### config.mk
export PLATFORM = sky130hd
export DESIGN_NAME = output_bank
export DESIGN_NICKNAME = d
export VERILOG_FILES = /design/src/rtl/output_bank.sv
export SDC_FILE = /design/constraint.sdc
export NUM_CORES = 1
export LEC_CHECK = 0
export ABC_AREA = 1
export BUFFER_PORTS_ARGS = -buffer_cell sky130_fd_sc_hd__buf_2
export CAP_MARGIN = 20
export CORE_ASPECT_RATIO = 0.8
export CORE_MARGIN = 5
export CORE_UTILIZATION = 53
export CTS_BUF_LIST = sky130_fd_sc_hd__clkbuf_4
export CTS_CLUSTER_DIAMETER = 40
export DETAILED_ROUTE_END_ITERATION = 7
export GPL_TIMING_DRIVEN = 0
export PLACE_DENSITY = 0.82
export SYNTH_ARGS = -nofsm -noshare
export SYNTH_HDL_FRONTEND = slang
export SYNTH_SLANG_ARGS = --single-unit
export TNS_END_PERCENT = 20
### constraint.sdc
create_clock -name clk -period 1.8 [get_ports clk]
set_input_delay 0.18 -clock clk [delete_from_list [all_inputs] [get_ports clk]]
set_output_delay 0.18 -clock clk [all_outputs]
set_load 0.005 [all_outputs]
### src/rtl/output_bank.sv
// Output register bank: captures NUM_CH result words by address and drains
// a complete frame as a valid/ready stream, one channel per beat.
module output_bank #(
  parameter int DATA_W = 16,
  parameter int NUM_CH = 3,
  parameter int ADDR_W = 2
) (
  input  logic                     clk,
  input  logic                     rst,
  input  logic [DATA_W-1:0]        in,
  input  logic [ADDR_W-1:0]        addr,
  input  logic                     wren,
  output logic [NUM_CH*DATA_W-1:0] out,
  output logic [NUM_CH-1:0]        written,
  output logic                     frame_valid,
  input  logic                     drain_start,
  output logic [DATA_W-1:0]        m_data,
  output logic [ADDR_W-1:0]        m_chan,
  output logic                     m_valid,
  input  logic                     m_ready,
  output logic                     m_last,
  output logic                     busy,
  output logic                     err
);

  typedef enum logic {IDLE, DRAIN} state_t;

  localparam logic [ADDR_W-1:0] LAST_IDX = ADDR_W'(NUM_CH - 1);

  state_t              state, state_d;
  logic [DATA_W-1:0]   ch [NUM_CH];
  logic [ADDR_W-1:0]   idx;
  logic                wr_ok;
  logic                wr_bad;
  logic                beat;
  logic                last_beat;

  assign wr_ok     = wren && (addr <= LAST_IDX) && (state == IDLE);
  assign wr_bad    = wren && !wr_ok;
  assign beat      = (state == DRAIN) && m_ready;
  assign last_beat = beat && (idx == LAST_IDX);

  always_comb begin
    state_d = state;
    case (state)
      IDLE:    if (drain_start && frame_valid) state_d = DRAIN;
      DRAIN:   if (last_beat) state_d = IDLE;
      default: state_d = IDLE;
    endcase
  end

  always_ff @(posedge clk) begin
    if (rst) state <= IDLE;
    else     state <= state_d;
  end

  // Channel storage; the frame content survives a drain, only the flags clear.
  always_ff @(posedge clk) begin
    if (rst) begin
      for (int k = 0; k < NUM_CH; k++) ch[k] <= '0;
    end else if (wr_ok) begin
      ch[addr] <= in;
    end
  end

  always_ff @(posedge clk) begin
    if (rst) begin
      written <= '0;
      err     <= 1'b0;
    end else begin
      err <= wr_bad;
      if (last_beat)  written       <= '0;
      else if (wr_ok) written[addr] <= 1'b1;
    end
  end

  // Beat index: parked at 0 outside a drain so m_chan/m_data stay defined.
  always_ff @(posedge clk) begin
    if (rst) begin
      idx <= '0;
    end else if (state == IDLE) begin
      idx <= '0;
    end else if (beat) begin
      idx <= last_beat ? '0 : idx + 1'b1;
    end
  end

  for (genvar k = 0; k < NUM_CH; k++) begin : g_out
    assign out[k*DATA_W +: DATA_W] = ch[k];
  end

  assign frame_valid = (&written) && (state == IDLE);
  assign busy        = (state == DRAIN);
  assign m_valid     = busy;
  assign m_last      = busy && (idx == LAST_IDX);
  assign m_chan      = idx;
  assign m_data      = ch[idx];

endmodule

# [Word level (Yosys, flattened, before mapping)]
# Memories as Yosys holds them, arrays and structs flattened. A register that Yosys moved wholly into a read port is not among the register bits.
# Index checks and enable logic that the tools add are counted.
[classes] shifts=0 n_div=0 n_bitwise=2 muxes=16 n_addsub=1 n_lt_le_gt_ge=3 n_eq_ne=1 n_reduce_logical=14 n_mul=0
[ops] op="two-way mux 16 bit" count=1
[ops] op="OR reduction 16 bit" count=1
[ops] op="logical AND 1 bit" count=9
[ops] op="two-way mux 1 bit" count=9
[ops] op="two-way mux 2 bit" count=4
[ops] op="OR reduction 2 bit" count=2
[ops] op="< comparator 2 x 3 -> 1 bit (second input constant)" count=1
[ops] op="OR 3 bit" count=1
[ops] op="AND reduction 3 bit" count=1
[ops] op="adder 2 x 1 -> 2 bit (second input constant)" count=1
[ops] op="demux 1 bit (select 2 bit)" count=1
[ops] op="== test 2 bit (second input constant)" count=1
[ops] op="greater-or-equal comparator 2 x 1 -> 1 bit (second input constant)" count=1
[ops] op="<= comparator 2 bit (second input constant)" count=1
[ops] op="case mux 1 bit (2 select lines)" count=1
[ops] op="logical NOT 1 bit" count=1
[ops] op="NOT 1 bit" count=1
[totals] ff_bits=7 word_cells=42 mem_bits_rw=48 mem_count=1 rom_bits=0 latch_bits=0
[mem_list] name="ch" depth=3 width=16 rd=4 rd_clocked_by_memory_dff=1 wr=3 line="31" source="logic [DATA_W-1:0] ch [NUM_CH];"

# [Longest topological paths before layout]
# Gate-level depths: netlist (run 1).
[logic_depth] depth_word=8 depth_mapped=6 mapped_depth_nobuf=5

# [Worst setup path before layout (run 1)]
# Ideal clock, no wire load.
[synth_path] path_kind="reg-to-reg" from="reg state, in the netlist busy" to="mem ch[1][0] (enable)" path_slack_ps=182 arrival_time_ps=1247 setup_time_ps=372 n_path_buf=1 path_stages_with_launch=7 required_ps=1428 cell_sequence="dfxtp_1 > inv_2 > nand2_4 > nor2_4 > nand2_4 > buf_6 > nand2_1"
[synth_lines] item="start, declared" line="30" source="state_t state, state_d;"
[synth_lines] item="start signal, assigned" line="54" source="else state <= state_d;"
[synth_lines] item="end, declared" line="31"

==> results of run 1 <==
==> how the worst min path moves through the flow <==
stage                  from  slack [ns]  depth (start not counted)         to
global placement     in[13]        0.37                          1  ch[3][13]
CTS                    wren      0.0008                          3        err
floorplan             in[0]        0.28                          0   ch[3][0]
global route        addr[0]       0.006                          3        err
detailed placement    in[4]        0.37                          1   ch[3][4]
finish                 wren       0.004                          3        err
==> logic make-up (layout without fill, tap and decap cells) <==
| family | count (synthesis) | in the layout |
|---|---|---|
| flops | 73 | 73 |
| compound gates | 53 | 53 |
| other cells | 1 | 16 |
| simple gates | 114 | 114 |
| buf+inv | 69 | 199 |
==> report_power, final <==
group          total, mW  leakage (nW)  internal (mW)  switching, mW
registers           1.98         0.726           1.94         0.0408
logic              0.297          1.22          0.127          0.171
clock network       1.18        0.0828          0.583          0.593
total               3.45          2.03           2.64          0.804
==> registers in the layout, indices dropped and copies added, names as in the netlist, named ones only <==
signal and count:
busy 1, ch 64, err 1, m_chan 2, written 3
==> through the flow <==
| stage | setup WS (ns) | hold WS (ns) | total power [mW] | utilization, % | setup TNS [ns] |
|---|---|---|---|---|---|
| after CTS | 0.00651 | 0.000806 | 3.45 | 71.4 | 0 |
| after global placement | -0.126 | 0.372 | 2.27 | 65.4 | -5.56 |
| final | 0.0965 | 0.00404 | 3.45 | 72.1 | 0 |
| after detailed placement | -0.205 | 0.375 | 2.28 | 65.4 | -8.63 |
| after global routing | 0.0142 | 0.00560 | 3.56 | 72.1 | 0 |
| after floorplan | 0.182 | 0.279 | 2.13 | - | 0 |
==> metal layers <==
layer	track usage [%]	wire length, um	vias up
met2	39.0	4000	117
met5	0	0	-
li1	-	-	1270
met1	26.5	3330	1210
met3	6.55	697	8
met4	4.98	80	0
==> layout by cell type (no fill, tap or decap) <==
cell type                       instances
sky130_fd_sc_hd__buf_6                  6
sky130_fd_sc_hd__dlygate4sd3_1         18
sky130_fd_sc_hd__nand2_4                6
sky130_fd_sc_hd__o21ai_0               16
sky130_fd_sc_hd__conb_1                16
sky130_fd_sc_hd__nor2_4                 5
sky130_fd_sc_hd__nand2_1               43
sky130_fd_sc_hd__clkinvlp_4             2
sky130_fd_sc_hd__o21ai_1                3
sky130_fd_sc_hd__nor2_2                 9
sky130_fd_sc_hd__nor2_1                48
sky130_fd_sc_hd__nand4_1                1
sky130_fd_sc_hd__o211ai_1              16
sky130_fd_sc_hd__clkinv_4               2
sky130_fd_sc_hd__edfxtp_1              64
sky130_fd_sc_hd__buf_2                 97
sky130_fd_sc_hd__inv_1                 53
sky130_fd_sc_hd__nor3_1                 1
sky130_fd_sc_hd__nand2_2                1
sky130_fd_sc_hd__clkbuf_2               2
sky130_fd_sc_hd__dfxtp_1                9
sky130_fd_sc_hd__clkbuf_4              12
sky130_fd_sc_hd__a21oi_1               18
sky130_fd_sc_hd__bufinv_16              2
sky130_fd_sc_hd__buf_4                  3
sky130_fd_sc_hd__inv_2                  2
==> repair_timing <==
| item | in CTS | in global routing |
|---|---|---|
| hold buffers | 18 | 0 |
| setup endpoints to repair | 62 | 32 |
| hold endpoints to repair | 19 | 0 |
| resized for setup | 6 | 21 |
==> final cells by class <==
cell class	instances	area (sq um)	area share, %
inverter	55	206	4.84
sequential	73	2100	49.3
timing repair buffer	114	661	15.5
tap	81	101	2.38
clock inverter	6	92.6	2.17
multi-input combinational	183	905	21.2
clock buffer	10	75.1	1.76
buffer	14	120	2.82
==> worst register-to-register path, cell delays in order, from the launching register on <==
cell	delay, ns
sky130_fd_sc_hd__dfxtp_1	0.36
sky130_fd_sc_hd__inv_2	0.12
sky130_fd_sc_hd__nand2_4	0.09
sky130_fd_sc_hd__nor2_4	0.14
sky130_fd_sc_hd__nand2_4	0.11
sky130_fd_sc_hd__buf_6	0.18
sky130_fd_sc_hd__nand2_2	0.34
==> key figures, run 1 <==
Place
  – Hpwl dp: approximately 5700 um
  – Number of port buffers: 96
  – Placed Area: 0.00386 sq mm
  – Final Wtd Congestion: around 0.77
  – Total placed cells including tap cells: 502

Synth
  – Simple-gate share of the synthesized area: 16.2%
  – Share of synthesized area occupied by flip-flops and latches: 65.1%
  – Number of flops mapped to enable cells by yosys: 64
  – Primary flip-flop cell chosen by synthesis mapping: sky130_fd_sc_hd__edfxtp_1
  – Fraction of synthesized cell area taken by the top area cell type: 59.6%
  – Compound-gate portion of the synthesized area: a little under a tenth
  – Leading post-synthesis cells by cell area: sky130_fd_sc_hd__edfxtp_1 60%, sky130_fd_sc_hd__inv_1 6.2%, sky130_fd_sc_hd__dfxtp_1 5.6%
  – Synthesized-area fraction occupied by xor and xnor cells: 0%
  – Most common cell in the synthesized netlist: sky130_fd_sc_hd__edfxtp_1
  – Flip-flop and latch count after synthesis: 73
  – Cell taking the most area after synthesis: sky130_fd_sc_hd__edfxtp_1
  – Post-synth design cell area: around 0.0032 sq mm
  – Mean post-synth cell area: 10.4 sq um
  – Number of unique standard cell types used by synthesis: 19
  – Multiplexer share of the synthesized area: 0%
  – Number of warnings issued by yosys: 0
  – Main combinational cell family by area after synthesis: simple AND/OR/NAND/NOR gates
  – Adder-Cell Fraction of Synth Area: 0%
  – Top cells by instance count after synthesis: 64 x sky130_fd_sc_hd__edfxtp_1, 53 x sky130_fd_sc_hd__inv_1, 48 x sky130_fd_sc_hd__nor2_1
  – Synthesized instance count: 310
  – Fraction of registers with async set or reset after synthesis: 0%

Setup path
  – Setup crit end kind: output pin
  – Arrival time of data at the critical path endpoint: 1.52 ns
  – Kind of cell adding the most delay to the critical path: buffers and inverters
  – FF-to-FF Start: busy
  – Data required time at the worst endpoint: about 1.6 ns
  – Largest stage delay on the critical path: between 0.3 and 0.4 ns
  – Endpoint of the most critical register-to-register path: ch[0][12]
  – Worst path cell trace: clkbuf_4 -> buf_4 -> o211ai_1 -> nand2_1 -> buf_2
  – Critical path buffers and inverters: 3
  – Category of the worst setup path launch point: flip-flop
  – Highest net fanout along the worst path: 10
  – Length in cells of the worst reg-to-reg path: 6
  – Kind of critical path: flip-flop to output pin
  – Cell type of the slowest stage on the worst timing path: sky130_fd_sc_hd__dfxtp_1
  – CP Capture Point: m_data[1]
  – Setup slack, reg-to-reg: 0.12 ns
  – Number of cells on the critical path: 5

Finish
  – Fillers: around 470
  – Cell Count, Final, Fillers Out: 536
  – Design Area, Final: 0.00426 sq mm
  – Final nets: roughly 470
  – Ratio of cells with drive above 1 in the final layout: 32.7%
  – P&R area growth vs syn: 32.1%
  – Antenna fix cells: 0

Floorplan
  – Standard cell core area: 0.00591 sq mm
  – Starting utilization of the core area: 54.6%
  – Width of the chip: 97.2 um
  – Vertical die dimension: roughly 80 um
  – Die Footprint: between 0.007 and 0.008 sq mm
  – Boundary Pins: 97
  – Core Rows: 25

Route
  – Vias/cell: 4.86
  – WL/cell: 15.1 um
  – Residual antenna-violating net count after detailed routing: 0
  – First-pass DRT Iterations: 4
  – Total DRC errors in the routed layout: 0
  – Routed wire length: 8110 um
  – Total via count in the routed design: 2605
  – DR iter-0 viols: 163

Clocking
  – Clock tree root buffer cell: sky130_fd_sc_hd__clkbuf_4
  – Clock tree from TritonCTS: built
  – Number of buffers created by CTS: 9
  – Clock Latency Late Sink: roughly 0.43 ns
  – Max Buffers Root-to-Sink: 2
  – Clock input transition at the sequential cells of the worst setup and hold paths: 0.12 ns
  – H-Tree Level Count: 3
  – Number of post-CTS setup repair buffers: 0
  – Num Clock Sinks: 73

GRT
  – Antenna violations before repair: 0
  – First-pass GRT wire length: 13100 um
  – Maximum number of pins on one net before global-route repair: 17
  – Vias in the first global route: about 2700
  – Total track usage: ~22%
  – Overflow left after global routing: 0

Timing
  – Final cycle utilization of the critical path: 94.6%
  – Max Freq: 587 MHz
  – Number of hold-slack violations in the final timing report: 0
  – Max-slew violation count: 0
  – Setup repair after global routing missed its margin: false
  – Final number of setup-violating endpoints: 0
  – Worst clock skew: 0.0106 ns
  – Final Critical Period: 1.70 ns

Pwr
  – Power per cell area: 809 mW/mm^2
  – Leakage component of the power: slightly above 2 nW
  – IR Drop Worst-Case VDD: 0.000568 V

Run status
  – Outcome: finished, final reports clean

Hold path
  – Min-Delay Path Class: input port to flip-flop

Run
  – Max cap viols: 0
No activity file was read; power rests on OpenSTA's default activity.
==> run 2, diff against run 1 <==
--- a/config.mk
+++ b/config.mk
@@ -5,7 +5,6 @@
 export SDC_FILE = /design/constraint.sdc
 export NUM_CORES = 1
 export LEC_CHECK = 0
-export ABC_AREA = 1
 export BUFFER_PORTS_ARGS = -buffer_cell sky130_fd_sc_hd__buf_2
 export CAP_MARGIN = 20
 export CORE_ASPECT_RATIO = 0.8
==> run 2 against run 1 <==
Compared with the run above:
- the run now ends with setup timing left
- first-iteration DRC count down 32%
- via count down 16%
- routed wire length down 7.6%
- synthesized area down 2.7%
- clock power down 17%
- core utilization down 0.69 points
- sequential power about the same
- sequential cell count unchanged
- global-route usage down 0.71 points
- sequential share of layout area up 1.4 points
- non-clock buffer count up 2
- largest power group unchanged
==> key figures, run 2 <==
Run status
  – Outcome: finished, violations left
  – Violations in the final reports: setup timing

Finish
  – Most common cell after layout, fill and taps aside: sky130_fd_sc_hd__buf_2
  – Final Core Density: 71.4% (-0.69 points)
  – Ratio of cells with drive above 1 in the final layout: 45.6% (+13 points)
  – P&R area growth vs syn: 32.3%
  – Flip-flop count of the largest register after layout: 64 (unchanged)
  – Final nets: 362 (-23%)
  – Area taken by flip-flops and latches: 0.00211 sq mm (+0.30%)
  – Multi-input logic area: 935 sq um (+3.3%)
  – Fillers: 433 (-6.9%)
  – Top register by number of flip-flops: ch
  – Most frequent cells in the layout: 99 x sky130_fd_sc_hd__buf_2, 64 x sky130_fd_sc_hd__edfxtp_1, 38 x sky130_fd_sc_hd__nor3_1
  – Antenna fix cells: 0 (unchanged)
  – Design Area, Final: 0.00416 sq mm (-2.5%)

GRT
  – First-pass GRT wire length: 11700 um (-10%)
  – Overflow left after global routing: 0 (unchanged)
  – Total track usage: 21.2% (-0.71 points)
  – Met3 track utilization from global routing: 6.16% (-0.39 points)
  – Most Used Layer, Global Route: met2
  – Antenna violations before repair: 0 (unchanged)
  – Global-route met1 utilization: 26.5% (+0.035 points)
  – Maximum number of pins on one net before global-route repair: 17 (unchanged)
  – Vias in the first global route: 2322 (-13%)
  – Met2 routing resource usage after global routing: 34.5% (-4.5 points)

Setup path
  – Category of the worst setup path launch point: flip-flop
  – Worst path cell trace: buf_8 -> buf_12 -> mux4_2 -> buf_2
  – FF-to-FF Start: busy
  – Endpoint of the most critical register-to-register path: ch[0][1]
  – Arrival time of data at the critical path endpoint: 1.64 ns (+0.12 ns)
  – Largest stage delay on the critical path: 0.50 ns (+0.19 ns)
  – Kind of cell adding the most delay to the critical path: multiplexers
  – Cell type of the slowest stage on the worst timing path: sky130_fd_sc_hd__mux4_2
  – Kind of critical path: flip-flop to output pin
  – Setup slack, reg-to-reg: 0.03 ns (-0.09 ns)
  – Setup crit end kind: output pin
  – Critical path buffers and inverters: 3 (unchanged)
  – Length in cells of the worst reg-to-reg path: 3 (-3)
  – Highest net fanout along the worst path: 5 (-5)
  – Data required time at the worst endpoint: 1.62 ns (about the same)

Place
  – Placed Area: 0.00378 sq mm (-2.2%)
  – Final Wtd Congestion: 0.779 (+0.93%)
  – Hpwl dp: 5130 um (-10%)
  – Number of port buffers: 96 (unchanged)

Route
  – Total via count in the routed design: 2184 (-16%)
  – Total DRC errors in the routed layout: 0 (unchanged)
  – Vias/cell: 5.14 (+5.7%)
  – WL/cell: 17.6 um (+17%)
  – Residual antenna-violating net count after detailed routing: 0 (unchanged)
  – Routed wire length: 7500 um (-7.6%)
  – DR iter-0 viols: 111 (-32%)
  – First-pass DRT Iterations: 4 (unchanged)

Synth
  – Fraction of synthesized cell area taken by the top area cell type: 61.2% (+1.6 points)
  – Cell taking the most area after synthesis: sky130_fd_sc_hd__edfxtp_1
  – Top cells by instance count after synthesis: 64 x sky130_fd_sc_hd__edfxtp_1, 38 x sky130_fd_sc_hd__nor3_1, 19 x sky130_fd_sc_hd__inv_1
  – Flip-flop and latch count after synthesis: 73 (unchanged)
  – Most common cell in the synthesized netlist: sky130_fd_sc_hd__edfxtp_1
  – Leading post-synthesis cells by cell area: sky130_fd_sc_hd__edfxtp_1 61%, sky130_fd_sc_hd__mux4_2 11%, sky130_fd_sc_hd__nor3_1 6.1%
  – Share of synthesized area occupied by flip-flops and latches: 66.9% (+1.8 points)
  – Synthesized instance count: 200 (-35%)
  – Mean post-synth cell area: 15.7 sq um (+51%)
  – Number of warnings issued by yosys: 0 (unchanged)
  – Post-synth design cell area: 0.00314 sq mm (-2.7%)
  – Fraction of registers with async set or reset after synthesis: 0% (unchanged)
  – Primary flip-flop cell chosen by synthesis mapping: sky130_fd_sc_hd__edfxtp_1
  – Number of unique standard cell types used by synthesis: 32 (+13)
  – Number of flops mapped to enable cells by yosys: 64 (unchanged)

Timing
  – Setup repair after global routing missed its margin: true
  – Worst clock skew: 0.0129 ns (+0.00221 ns)
  – Setup TNS: -0.0893 ns (-0.0893 ns)
  – Final cycle utilization of the critical path: 101% (+6.7 points)
  – Max-slew violation count: 0 (unchanged)
  – Slew Limit Headroom: 47.1%
  – Max Freq: 548 MHz (-6.6%)
  – Slew of the pin with the lowest slew margin: 0.793 ns
  – Worst hold-check slack: 0.0759 ns (+0.0718 ns)
  – Final Critical Period: 1.82 ns (+0.120 ns)
  – Number of hold-slack violations in the final timing report: 0 (unchanged)
  – Final number of setup-violating endpoints: 6 (+6)
  – Final worst-path setup slack: -0.0233 ns (-0.120 ns)

Clocking
  – Clock input transition at the sequential cells of the worst setup and hold paths: 0.10 ns (-0.02 ns)
  – Num Clock Sinks: 73 (unchanged)
  – Clock tree from TritonCTS: built
  – Max Buffers Root-to-Sink: 2 (unchanged)
  – Clock tree root buffer cell: sky130_fd_sc_hd__clkbuf_4
  – H-Tree Level Count: 3 (unchanged)
  – Clock Latency Late Sink: 0.40 ns (-0.03 ns)
  – Number of buffers created by CTS: 9 (unchanged)

Pwr
  – Sw Pwr: 744 uW (-7.5%)
  – Clock share of power: 29.9% (-4.2 points)
  – Power per cell area: 784 mW/mm^2 (-3.1%)
  – Combinational share of power: 9.7% (+1.1 points)
  – Internal cell power: 2.51 mW (-4.9%)
  – IR Drop Worst-Case VDD: 0.000429 V (-24%)
  – Leakage component of the power: 1.75 nW (-14%)
  – Switching share of total power: 22.8% (-0.48 points)
  – Fraction of power consumed by sequential logic: 60.4% (+3.1 points)
  – Final Power: 3.26 mW (-5.5%)

Floorplan
  – Width of the chip: 96.1 um (-1.2%)
  – Core Rows: 25 (unchanged)
  – Die Footprint: 0.00757 sq mm (-2.4%)
  – Boundary Pins: 97 (unchanged)
  – Standard cell core area: 0.00582 sq mm (-1.6%)
  – Vertical die dimension: 78.9 um (-1.2%)
  – Starting utilization of the core area: 54.0% (-0.60 points)

Run
  – Max cap viols: 0 (unchanged)

Hold path
  – Destination of the worst hold path: err
  – Hold Crit Depth: 3 (unchanged)
  – Min-Delay Path Class: input port to flip-flop
  – Worst min-delay path startpoint: addr[1]
## run 2: cell types whose count changed after synthesis, sizes merged, moves of 3 or more
cell	before	now
nor2	62	1
nand2	50	0
nor3	1	48
inv	55	19
o21ai	19	0
mux4	0	16
o211ai	16	0
a21oi	18	3
nand2b	0	5
a211oi	0	3
## run 2: worst register-to-register path, cell delays in order (launching register included)
cell and delay, ns:
sky130_fd_sc_hd__dfxtp_4 0.39, sky130_fd_sc_hd__or4b_4 0.54, sky130_fd_sc_hd__buf_6 0.16, sky130_fd_sc_hd__or2b_4 0.37
## run 2: cell type report
type / count / area share [%]
clock inverters: 5 / 1.11
repair buffers: 114 / 16.6
plain buffers: 16 / 2.95
inverters: 19 / 1.72
flip-flops and latches: 73 / 50.7
well taps: 81 / 2.44
multi-input cells: 106 / 22.5
clock buffers: 11 / 1.99
## run 2: cell families (layout without fill, tap and decap cells)
group / count (synthesis) / in the layout / share of synthesized area, %
flops: 73 / 73 / 66.9
simple gates: 67 / 67 / 14.3
buf+inv: 36 / 165 / 5.50
mux: 16 / 16 / 11.5
compound gates: 7 / 7 / 1.63
other cells: 1 / 16 / 0.119
## run 2: metrics by stage
step	setup WS, ns	cells
4_1_cts	-0.0416	425
3_5_place_dp	-0.179	392
5_1_grt	-0.0995	425
3_3_place_gp	-0.194	392
6_report	-0.0233	425
2_1_floorplan	0.100	215
## run 2: routing by layer
| layer | share of wire [%] | vias up |
|---|---|---|
| met5 | 0 | - |
| met4 | 1.8 | 0 |
| met3 | 10 | 10 |
| met2 | 48 | 106 |
| met1 | 40 | 1039 |
| li1 | - | 1029 |
## run 2: power groups by stage
stage	Clock (mW)	Combinational [mW]	Sequential, mW
6_report	0.974	0.316	1.97
5_1_grt	1.06	0.345	1.98
4_1_cts	0.977	0.316	1.97
3_5_place_dp	0	0.286	2.01
3_3_place_gp	0	0.281	2.00
2_1_floorplan	0	0.130	2.01
## run 2: worst max path at each step
stage,from,to,slack (ns),depth (start not counted)
floorplan,busy,ch[0][0],0.1,3
global placement,busy,ch[1][11],-0.19,2
detailed placement,busy,ch[1][6],-0.18,2
CTS,flip-flop,m_data[0],-0.04,4
global route,flip-flop,m_data[4],-0.1,4
finish,flip-flop,m_data[4],-0.02,4
## run 2: what timing repair did
item                       in CTS  in global routing
hold buffers                   16                  0
gates cloned                    1                  0
setup endpoints to repair      65                 29
resized for setup              13                  3
hold endpoints to repair       16                  0
setup buffers                   1                  0
